--- config.mk ---
export PLATFORM = sky130hd
export DESIGN_NAME = rp_dv_sched
export DESIGN_NICKNAME = d
export VERILOG_FILES = /design/src/rtl/rp_dv_pkg.sv /design/src/rtl/rp_dv_dec.sv /design/src/rtl/rp_dv_sched.sv
export SDC_FILE = /design/constraint.sdc
export NUM_CORES = 1
export LEC_CHECK = 0
export ABC_AREA = 1
export BUFFER_PORTS_ARGS = -buffer_cell sky130_fd_sc_hd__buf_2
export CORE_ASPECT_RATIO = 0.75
export CORE_MARGIN = 3
export CORE_UTILIZATION = 45
export CTS_CLUSTER_SIZE = 20
export DETAILED_ROUTE_END_ITERATION = 10
export PLACE_DENSITY = 0.75
export SETUP_SLACK_MARGIN = 0.15
export SYNTH_ARGS = -nofsm -noshare
export SYNTH_HDL_FRONTEND = slang
export SYNTH_SLANG_ARGS = --single-unit
--- constraint.sdc ---
create_clock -name adc_clk_i -period 3.5 [get_ports adc_clk_i]
set_input_delay 0.525 -clock adc_clk_i [delete_from_list [all_inputs] [get_ports adc_clk_i]]
set_output_delay 0.525 -clock adc_clk_i [all_outputs]
set_load 0.03 [all_outputs]
--- src/rtl/rp_dv_pkg.sv ---
// rp_dv_pkg: shared types and default widths for the ADC data-valid scheduler.
package rp_dv_pkg;

    // Default decimation counter width and sample length/count width.
    localparam int DEF_CW = 17;
    localparam int DEF_NW = 32;

    // Scheduler run states.
    typedef enum logic [1:0] {
        ST_IDLE = 2'd0,
        ST_ARM  = 2'd1,
        ST_RUN  = 2'd2,
        ST_DONE = 2'd3
    } state_e;

endpackage : rp_dv_pkg

--- src/rtl/rp_dv_dec.sv ---
// rp_dv_dec: chop qualification and modulo-dec counting of raw ADC valids.
// hit_o is combinational: it flags the adc_dv_i that completes a decimation
// period, so the scheduler can register it as the outgoing sample pulse.
module rp_dv_dec
    import rp_dv_pkg::*;
#(
    parameter int CW = DEF_CW
)
(
    input  logic          clk_i,
    input  logic          rst_n_i,
    input  logic          clr_i,
    input  logic          en_i,
    input  logic          dv_i,
    input  logic          chop_i,
    input  logic [CW-1:0] dec_i,
    output logic          hit_o
);

    logic          phase_q;
    logic          phase_d;
    logic [CW-1:0] div_q;
    logic [CW-1:0] div_d;
    logic [CW-1:0] dec_last_s;
    logic          qual_s;

    // Qualify valids, detect the terminal count and compute next phase/count.
    always_comb begin
        // A ratio of 0 behaves like 1: every qualified valid terminates.
        if (dec_i == {CW{1'b0}}) begin
            dec_last_s = {CW{1'b0}};
        end else begin
            dec_last_s = dec_i - {{(CW-1){1'b0}}, 1'b1};
        end
        // With chop, only the valid seen while phase is 1 passes.
        qual_s = en_i & dv_i & (~chop_i | phase_q);
        hit_o  = qual_s & (div_q == dec_last_s);
        phase_d = phase_q;
        div_d   = div_q;
        if (clr_i) begin
            phase_d = 1'b0;
            div_d   = {CW{1'b0}};
        end else if (en_i && dv_i) begin
            if (chop_i) begin
                phase_d = ~phase_q;
            end else begin
                phase_d = phase_q;
            end
            if (hit_o) begin
                div_d = {CW{1'b0}};
            end else if (qual_s) begin
                div_d = div_q + {{(CW-1){1'b0}}, 1'b1};
            end else begin
                div_d = div_q;
            end
        end else begin
            phase_d = phase_q;
            div_d   = div_q;
        end
    end

    // Hold chop phase and decimation count between valids.
    always_ff @(posedge clk_i or negedge rst_n_i) begin
        if (!rst_n_i) begin
            phase_q <= 1'b0;
            div_q   <= {CW{1'b0}};
        end else begin
            phase_q <= phase_d;
            div_q   <= div_d;
        end
    end

endmodule : rp_dv_dec

--- src/rtl/rp_dv_sched.sv ---
// rp_dv_sched: schedules decimated/chopped ADC data-valid pulses over runs
// of cfg_len samples (0 = continuous) between start_i and stop_i.
// Optional macro RP_DV_SCHED_TRIG_EN adds trig_i and an ARM state that holds
// a started run until the trigger arrives.
module rp_dv_sched
    import rp_dv_pkg::*;
#(
    parameter int CW = DEF_CW,
    parameter int NW = DEF_NW
)
(
    input  logic          adc_clk_i,
    input  logic          adc_rstn_i,
    input  logic          adc_dv_i,
    input  logic          cfg_chop_i,
    input  logic [CW-1:0] cfg_dec_i,
    input  logic [NW-1:0] cfg_len_i,
    input  logic          start_i,
    input  logic          stop_i,
`ifdef RP_DV_SCHED_TRIG_EN
    input  logic          trig_i,
`endif
    output logic          adc_dv_o,
    output logic          busy_o,
    output logic          done_o,
    output logic [NW-1:0] cnt_o
);

`ifdef RP_DV_SCHED_TRIG_EN
    localparam state_e START_STATE = ST_ARM;
`else
    localparam state_e START_STATE = ST_RUN;
`endif

    state_e        state_q;
    logic          chop_q;
    logic [CW-1:0] dec_q;
    logic [NW-1:0] len_q;
    logic [NW-1:0] cnt_q;
    logic          dv_q;
    logic          busy_q;
    logic          done_q;

    logic [NW-1:0] cnt_inc_s;
    logic          finished_s;
    logic          last_s;
    logic          dec_en_s;
    logic          dec_clr_s;
    logic          hit_s;

    // Run bookkeeping: final-sample detection and decimator enable/clear.
    always_comb begin
        cnt_inc_s  = cnt_q + {{(NW-1){1'b0}}, 1'b1};
        // cnt only reaches len through an emitted pulse, so this is the
        // cycle in which the last sample is on adc_dv_o.
        finished_s = (len_q != {NW{1'b0}}) && (cnt_q == len_q);
        last_s     = hit_s && (len_q != {NW{1'b0}}) && (cnt_inc_s == len_q);
        dec_clr_s  = (state_q == ST_IDLE) && start_i;
`ifdef RP_DV_SCHED_TRIG_EN
        dec_en_s   = ((state_q == ST_RUN) && !finished_s) ||
                     ((state_q == ST_ARM) && trig_i && !stop_i);
`else
        dec_en_s   = (state_q == ST_RUN) && !finished_s;
`endif
    end

    rp_dv_dec #(.CW(CW)) u_dec (
        .clk_i   (adc_clk_i),
        .rst_n_i (adc_rstn_i),
        .clr_i   (dec_clr_s),
        .en_i    (dec_en_s),
        .dv_i    (adc_dv_i),
        .chop_i  (chop_q),
        .dec_i   (dec_q),
        .hit_o   (hit_s)
    );

    // Run-control FSM with registered valid, busy, done and count outputs.
    always_ff @(posedge adc_clk_i or negedge adc_rstn_i) begin
        if (!adc_rstn_i) begin
            state_q <= ST_IDLE;
            chop_q  <= 1'b0;
            dec_q   <= {CW{1'b0}};
            len_q   <= {NW{1'b0}};
            cnt_q   <= {NW{1'b0}};
            dv_q    <= 1'b0;
            busy_q  <= 1'b0;
            done_q  <= 1'b0;
        end else begin
            dv_q   <= 1'b0;
            done_q <= 1'b0;
            case (state_q)
                ST_IDLE: begin
                    if (start_i) begin
                        state_q <= START_STATE;
                        chop_q  <= cfg_chop_i;
                        dec_q   <= cfg_dec_i;
                        len_q   <= cfg_len_i;
                        cnt_q   <= {NW{1'b0}};
                        busy_q  <= 1'b1;
                    end else begin
                        state_q <= ST_IDLE;
                    end
                end
`ifdef RP_DV_SCHED_TRIG_EN
                ST_ARM: begin
                    if (stop_i) begin
                        state_q <= ST_DONE;
                        done_q  <= 1'b1;
                    end else if (trig_i) begin
                        state_q <= ST_RUN;
                        if (hit_s) begin
                            dv_q  <= 1'b1;
                            cnt_q <= cnt_inc_s;
                        end else begin
                            cnt_q <= cnt_q;
                        end
                    end else begin
                        state_q <= ST_ARM;
                    end
                end
`endif
                ST_RUN: begin
                    if (finished_s) begin
                        state_q <= ST_DONE;
                        done_q  <= 1'b1;
                    end else if (last_s) begin
                        // The final sample wins over a coincident stop; the
                        // finished check closes the run on the next cycle.
                        dv_q  <= 1'b1;
                        cnt_q <= cnt_inc_s;
                    end else if (stop_i) begin
                        state_q <= ST_DONE;
                        done_q  <= 1'b1;
                    end else if (hit_s) begin
                        dv_q  <= 1'b1;
                        cnt_q <= cnt_inc_s;
                    end else begin
                        state_q <= ST_RUN;
                    end
                end
                ST_DONE: begin
                    state_q <= ST_IDLE;
                    busy_q  <= 1'b0;
                end
                default: begin
                    state_q <= ST_IDLE;
                    busy_q  <= 1'b0;
                end
            endcase
        end
    end

    assign adc_dv_o = dv_q;
    assign busy_o   = busy_q;
    assign done_o   = done_q;
    assign cnt_o    = cnt_q;

endmodule : rp_dv_sched

After elaboration in Yosys (flattened, before gate mapping)
Cells that the tools add are included.
{"block": "op_classes", "eq_ne": 10, "bitwise_logic": 7, "n_addsub": 3, "n_mux": 31, "n_reduce_logical": 20}
{"operator": "$mux W32", "count": 5}
{"operator": "$mux W17", "count": 5}
{"operator": "$eq A32 B32 Y1", "count": 2}
{"operator": "$pmux W32 S2", "count": 1}
{"operator": "$add A32 B1 Y32 const B", "count": 1}
{"operator": "$reduce_bool A32 Y1", "count": 1}
{"operator": "$add A17 B1 Y17 const B", "count": 1}
{"operator": "$eq A17 B17 Y1", "count": 1}
{"operator": "$logic_not A17 Y1", "count": 1}
{"operator": "$sub A17 B1 Y17 const B", "count": 1}
{"operator": "$mux W1", "count": 13}
{"operator": "$mux W2", "count": 5}
{"operator": "$reduce_and A2 Y1", "count": 5}
{"operator": "$ne A3 B3 Y1 const B", "count": 3}
{"operator": "$logic_and A1 B1 Y1", "count": 6}
{"operator": "$reduce_bool A2 Y1", "count": 3}
{"operator": "$reduce_and A5 Y1", "count": 1}
{"operator": "$ne A2 B2 Y1 const B", "count": 2}
{"operator": "$ne A4 B4 Y1 const B", "count": 1}
{"operator": "$pmux W2 S2", "count": 1}
{"operator": "$and A1 B1 Y1", "count": 3}
{"operator": "$not A1 Y1", "count": 3}
{"operator": "$reduce_bool A3 Y1", "count": 1}
{"operator": "$eq A2 B2 Y1 const B", "count": 1}
{"operator": "4 further kinds", "count": 4}
{"block": "totals", "out_inout_bits": 35, "regBits": 105, "inputBits": 55}

Longest topological paths before layout
{"block": "logic_depth", "depth_word": 12, "ltp_mapped": 22, "mapped_depth_nobuf": 20}

Modules after synthesis
A second synthesis with hierarchy kept.
{"block": "hier_totals", "hier_cells": 1165, "hier_area_um2": 7450.9}
{"module": "rp_dv_sched", "area_per_inst_um2": 5496.5, "cells_each": 818, "seq_area_each_um2": 2177.1, "instances": 1}
{"module": "rp_dv_dec", "area_per_inst_um2": 1954.4, "cells_each": 347, "seq_area_each_um2": 450.4, "instances": 1}

Worst setup path before layout
Ideal clock, no wire load.
{"block": "synth_path", "path_type": "reg-to-reg", "start": "register cnt_q[1], in the netlist cnt_o[1]", "end": "register cnt_q[2], in the netlist cnt_o[2]", "stages_incl_launch_ff": 20, "required_ns": 3.381, "synth_period_minus_slack_ns": 2.631, "arrival_ns": 2.512, "path_slack_ns": 0.869, "path_buffers": 1, "path_cell_list": "dfrtp_1 > ha_1 > nand2_2 > nor2_4 > nand3_2 > nor2_4 > nand2_1 > nand2_1 > nand2_1 > inv_2 > nand2_1 > nor2_1 > nand2_1 > nor3_1 > nand2_2 > nand2_4 > nand2_4 > buf_6 > nand2_1 > nand2_1"}
{"block": "synth_via", "elab_chain_len": 12, "elab_cells_between_ends": 20, "classes_between": "1 x add/sub; 5 x eq/ne; 5 x mux; 3 x bitwise; 6 x reduce/logical"}
{"item": "start: declaration", "line_no": "rp_dv_sched.sv:39", "text": "logic [NW-1:0] cnt_q;"}
{"item": "start signal: assignment", "line_no": "rp_dv_sched.sv:85", "text": "cnt_q <= {NW{1'b0}};"}
{"item": "start signal: assignment", "line_no": "rp_dv_sched.sv:99", "text": "cnt_q <= {NW{1'b0}};"}
{"item": "start signal: assignment", "line_no": "rp_dv_sched.sv:131", "text": "cnt_q <= cnt_inc_s;"}
{"item": "parallel branches: the longest is 12 deep, another holds $add A32 B1 Y32"}
Parallel ways; which one is timed is not known. The select of a mux whose other input is x is not followed.
A chain may end at the register's enable or synchronous reset.

Worst setup path after layout
{"block": "layout_path", "start": "register dec_q[1]", "end": "register cnt_q[27], in the netlist cnt_o[27]"}
{"block": "layout_via", "elab_chain_len": 9, "elab_cells_between_ends": 13, "classes_between": "1 x add/sub; 3 x eq/ne; 4 x mux; 1 x bitwise; 4 x reduce/logical"}
{"item": "start: declaration", "line_no": "rp_dv_sched.sv:37", "text": "logic [CW-1:0] dec_q;"}
{"item": "start signal: assignment", "line_no": "rp_dv_sched.sv:83", "text": "dec_q <= {CW{1'b0}};"}
{"item": "start signal: assignment", "line_no": "rp_dv_sched.sv:97", "text": "dec_q <= cfg_dec_i;"}
{"item": "$sub A17 B1 Y17 or $logic_not A17 Y1 (tied branches)", "line_no": "rp_dv_dec.sv:33, rp_dv_dec.sv:30"}
{"item": "$mux W17 *", "line_no": "rp_dv_dec.sv:30", "text": "if (dec_i == {CW{1'b0}}) begin"}
{"item": "$eq A17 B17 Y1 *", "line_no": "rp_dv_dec.sv:37", "text": "hit_o = qual_s & (div_q == dec_last_s);"}
{"item": "$and A1 B1 Y1 *", "line_no": "rp_dv_dec.sv:37"}
{"item": "$logic_and A1 B1 Y1 (2 in a row)", "line_no": "rp_dv_sched.sv:57", "text": "last_s = hit_s && (len_q != {NW{1'b0}}) && (cnt_inc_s == len_q);"}
{"item": "$mux W32", "line_no": "rp_dv_sched.sv:127", "text": "end else if (last_s) begin"}
{"item": "$mux W32", "line_no": "rp_dv_sched.sv:124", "text": "if (finished_s) begin"}
{"item": "$pmux W32 S2", "line_no": "rp_dv_sched.sv:92", "text": "case (state_q)"}
{"item": "end signal: assignment", "line_no": "rp_dv_sched.sv:99"}
{"item": "end signal: assignment", "line_no": "rp_dv_sched.sv:131"}
{"item": "end signal: assignment", "line_no": "rp_dv_sched.sv:137", "text": "cnt_q <= cnt_inc_s;"}
Mark *: on every way between the ends. The rest lies on a longest branch, timed or not. The select of a mux whose other input is x is not followed.

==> summary.md <==
| Metric | Value |
|---|---|
| Input/output buffers | 89 |
| Layout area overhead | 12.20% |
| Metal2 WL | 8980 um |
| Util after Layout | 53.02% |
| # nets final | 1364 |
| Largest net degree at the start of global routing | 57 |
| CTS tree | yes |
| WL met1 | 12130 um |
| Final antenna-violating net count | 0 |
| Mapped cell area | 7781 sq um |
| Max_slew headroom | 55.24% |
| Post-synth top area share | 33.77% |
| Fraction of layout cells with a size suffix above 1 | 12.97% |
| Placed Instances | 1504 |
| Final setup fails | 0 |
| Top-level I/O count | 90 |
| Number of global-route vias before repair | 7350 |
| Core area | 16470 sq um |
| Slowest stage delay, CP | 0.36 ns |
| Mapped Nets | 1283 |
| Cts repair resizes | 0 |
| Pre-CTS setup slack | 0.2357 ns |
| Fin. max-slew vios | 0 |
| Peak VDD IR | 268.5 uV |
| Ys async rst share | 100.0% |
| Hold Fails Final Rpt | 0 |
| Initial core utilization | 47.26% |
| Total design power | 5.745 mW |
| Post-CTS setup buffer count | 0 |
| Via count | 8129 |
| Buffers and inverters on the worst path | 3 |
| Critical path startpoint | dec_q[1] |
| Initial antenna violation count | 0 |
| Clk_skew | 0.01276 ns |
| Static Leak | 4.495 nW |
| WL per Instance | 15.37 um |
| Final setup TNS | 0 ns |
| YS warnings | 0 |
| Final cell count without fillers | 1521 |
| Vias per inst | 5.345 |
| Post-synth EDFFs | 0 |
| Post-synthesis sequential area ratio | 33.77% |
| Yosys reg bits | 105 |
| Met3 wire length | 1981 um |
| CP max FO | 32 |
| Synth area leaders | dfrtp_1 (34%), nand2_1 (21%), nand3_1 (7.5%) |
| TritonCTS buffer count | 9 |
| Highest routed layer | met4 |
| Ys flop type | dfrtp_1 |
| Worst path depth | 17 |
| Worst EP required | 3.80 ns |
| Post-layout min period | 3.100 ns |
| PD cells | 658.0 nW/um^2 |
| Final instance area | 8731 sq um |
| Max Freq | 0.3226 GHz |
| Crit start category | flip-flop |
| Clk pin slew, worst setup/hold paths | 0.07 ns |
| WHS | 0.1792 ns |
| Die H | 119.9 um |
| Synth Instances | 1225 |
| Hold_buf cts | 0 |
| Initial DRC count | 868 |
| Reg-to-Reg Start | dec_q[1] |
| Routability Congestion | 0.9897 |
| Die width | 157.8 um |
| Setup CP Type | flip-flop to flip-flop |
| Post-synth top area cell | dfrtp_1 |
| Clk_lat worst skew | 0.36 ns |
| Drt pass-1 iters | 6 |
| Setup WS post-layout | 0.3997 ns |
| Dpl hpwl | 18070 um |
| Gr ovfl total | 0 |
| Cell Chain, Critical Path | inv_1 > ha_1 > nand3_2 > nor2_4 > nand3_4 > nand3_1 > nand2_1 > nor2_1 > nand2_1 > nor2_1 > nand3_1 > nor2_2 > inv_2 > nand2_2 > buf_6 > nand3_1 > nand2_1 |
| Clk buf depth | 2 |
| Worst-margin pin slew | 0.6713 ns |
| Status | finished clean |
| Post-synthesis cell type count | 40 |
| Placed cell areas | 8416 sq um |
| Total track usage | 25.34% |
| Overall routed net length | 23370 um |
| Std cell rows | 40 |
| Critical Path End Type | flip-flop |
| First-pass GRT wire length | 38380 um |
| Maxcap violations | 0 |
| RSZ-0062 raised after global routing | false |
| Critical path arrival | 3.40 ns |
| Synthesized area per cell | 6.352 sq um |
| CP delay by family, top | simple AND/OR/NAND/NOR gates |
| CTS sink count | 105 |
| Depth of the CTS H-tree | 3 |
| Residual DRC count | 0 |
| Worst min path class | primary input to async pin |
| Crit-path slowest cell | dfrtp_1 |
| Root buffer cell | clkbuf_16 |
| Die Area | 18920 sq um |
| Worst Reg2Reg Path Length in Cells | 17 |
| Antenna diodes | 0 |
| Fillers | 1684 |
| Period utilization | 88.58% |
cell usage in the layout (no fill, tap or decap), types with 2 or more instances in the layout:
| master | n |
|---|---|
| a21oi_1 | 23 |
| and2_1 | 2 |
| buf_2 | 88 |
| buf_4 | 16 |
| clkbuf_1 | 2 |
| clkbuf_16 | 9 |
| clkinv_4 | 2 |
| dfrtp_1 | 103 |
| dfrtp_2 | 2 |
| ha_1 | 3 |
| inv_1 | 147 |
| inv_2 | 8 |
| inv_6 | 2 |
| nand2_1 | 437 |
| nand2_2 | 7 |
| nand2_4 | 3 |
| nand2_8 | 2 |
| nand3_1 | 117 |
| nand3_2 | 6 |
| nand3_4 | 2 |
| nand3b_1 | 3 |
| nand4_1 | 39 |
| nor2_1 | 123 |
| nor2_2 | 8 |
| nor2_4 | 8 |
| nor3_1 | 13 |
| o21a_1 | 4 |
| o21ai_0 | 77 |
| o21bai_1 | 2 |
| o22ai_1 | 6 |
| o31ai_1 | 4 |
| or2_2 | 2 |
| xnor2_1 | 8 |
| xor2_1 | 22 |
state kept, by name, indices dropped and copies added, names as in the netlist:
name           cells
chop_q             1
state_q            2
dec_q             17
u_dec.phase_q      1
cnt_o             32
done_o             1
adc_dv_o           1
u_dec.div_q       17
busy_o             1
len_q             32
cell type report:
cell class / instances / area [sq um] / area share (%)
multi-input combinational: 928 / 4382 / 50.19
sequential: 105 / 2630 / 30.12
timing repair buffer: 106 / 591.8 / 6.778
inverter: 156 / 585.6 / 6.707
tap: 210 / 262.8 / 3.009
clock buffer: 11 / 232.7 / 2.666
clock inverter: 5 / 46.29 / 0.5302
cell usage after synthesis (3+ instances only):
| library cell | n |
|---|---|
| o22ai_1 | 6 |
| o21a_1 | 4 |
| nand3_2 | 5 |
| nor2_4 | 8 |
| nand2_1 | 438 |
| buf_4 | 5 |
| nor2_2 | 8 |
| nand3_1 | 117 |
| nand3b_1 | 3 |
| xnor2_1 | 8 |
| buf_2 | 8 |
| ha_1 | 3 |
| xor2_1 | 22 |
| clkbuf_1 | 11 |
| o21ai_0 | 77 |
| nor2_1 | 123 |
| buf_1 | 4 |
| a21oi_1 | 23 |
| inv_1 | 148 |
| dfrtp_1 | 105 |
| nand2_2 | 6 |
| nor3_1 | 13 |
| nand2_4 | 5 |
| nand4_1 | 39 |
| buf_6 | 6 |
| inv_2 | 7 |
| o31ai_1 | 4 |
| clkbuf_2 | 3 |
routing by layer:
layer	GRT usage (%)	up-vias
li1	-	4058
met1	42.06	3695
met2	33.91	358
met3	3.821	18
met4	5.257	0
met5	0	-
logic make-up (layout without fill, tap and decap cells):
logic type               Yosys count  count (layout)  share of synthesized area, %
AO/OA/AOI/OAI                    119             119                         8.153
buffers and inverters            193             278                         10.31
XOR/XNOR                          31              31                         3.586
flip-flops                       105             105                         33.77
adder cells (fa/ha/maj)            3               3                        0.4824
AND/OR/NAND/NOR                  774             775                         43.70
report_power, final:
group | total (mW) | internal (mW) | switching, mW
registers | 1.88 | 1.56 | 0.314
clock network | 0.995 | 0.497 | 0.498
logic | 2.87 | 0.901 | 1.97
total | 5.75 | 2.96 | 2.78
worst register-to-register path: stages (launching register included):
cell and delay [ns]:
dfrtp_1 0.36, inv_1 0.11, ha_1 0.21, nand3_2 0.18
nor2_4 0.23, nand3_4 0.24, nand3_1 0.18, nand2_1 0.06
nor2_1 0.09, nand2_1 0.06, nor2_1 0.16, nand3_1 0.12
nor2_2 0.20, inv_2 0.15, nand2_2 0.15, buf_6 0.30
nand3_1 0.16, nand2_1 0.08
final timing paths:
check	end	slack [ns]
min	len_q[8]	0.18
max	cnt_o[27]	0.40
min in group adc_clk_i	dec_q[10]	0.35
min reg2reg	u_dec.phase_q	0.47
max reg2reg	cnt_o[27]	0.40
max in group asynchronous	cnt_o[0]	2.59
(Power assumes the default switching activity.)
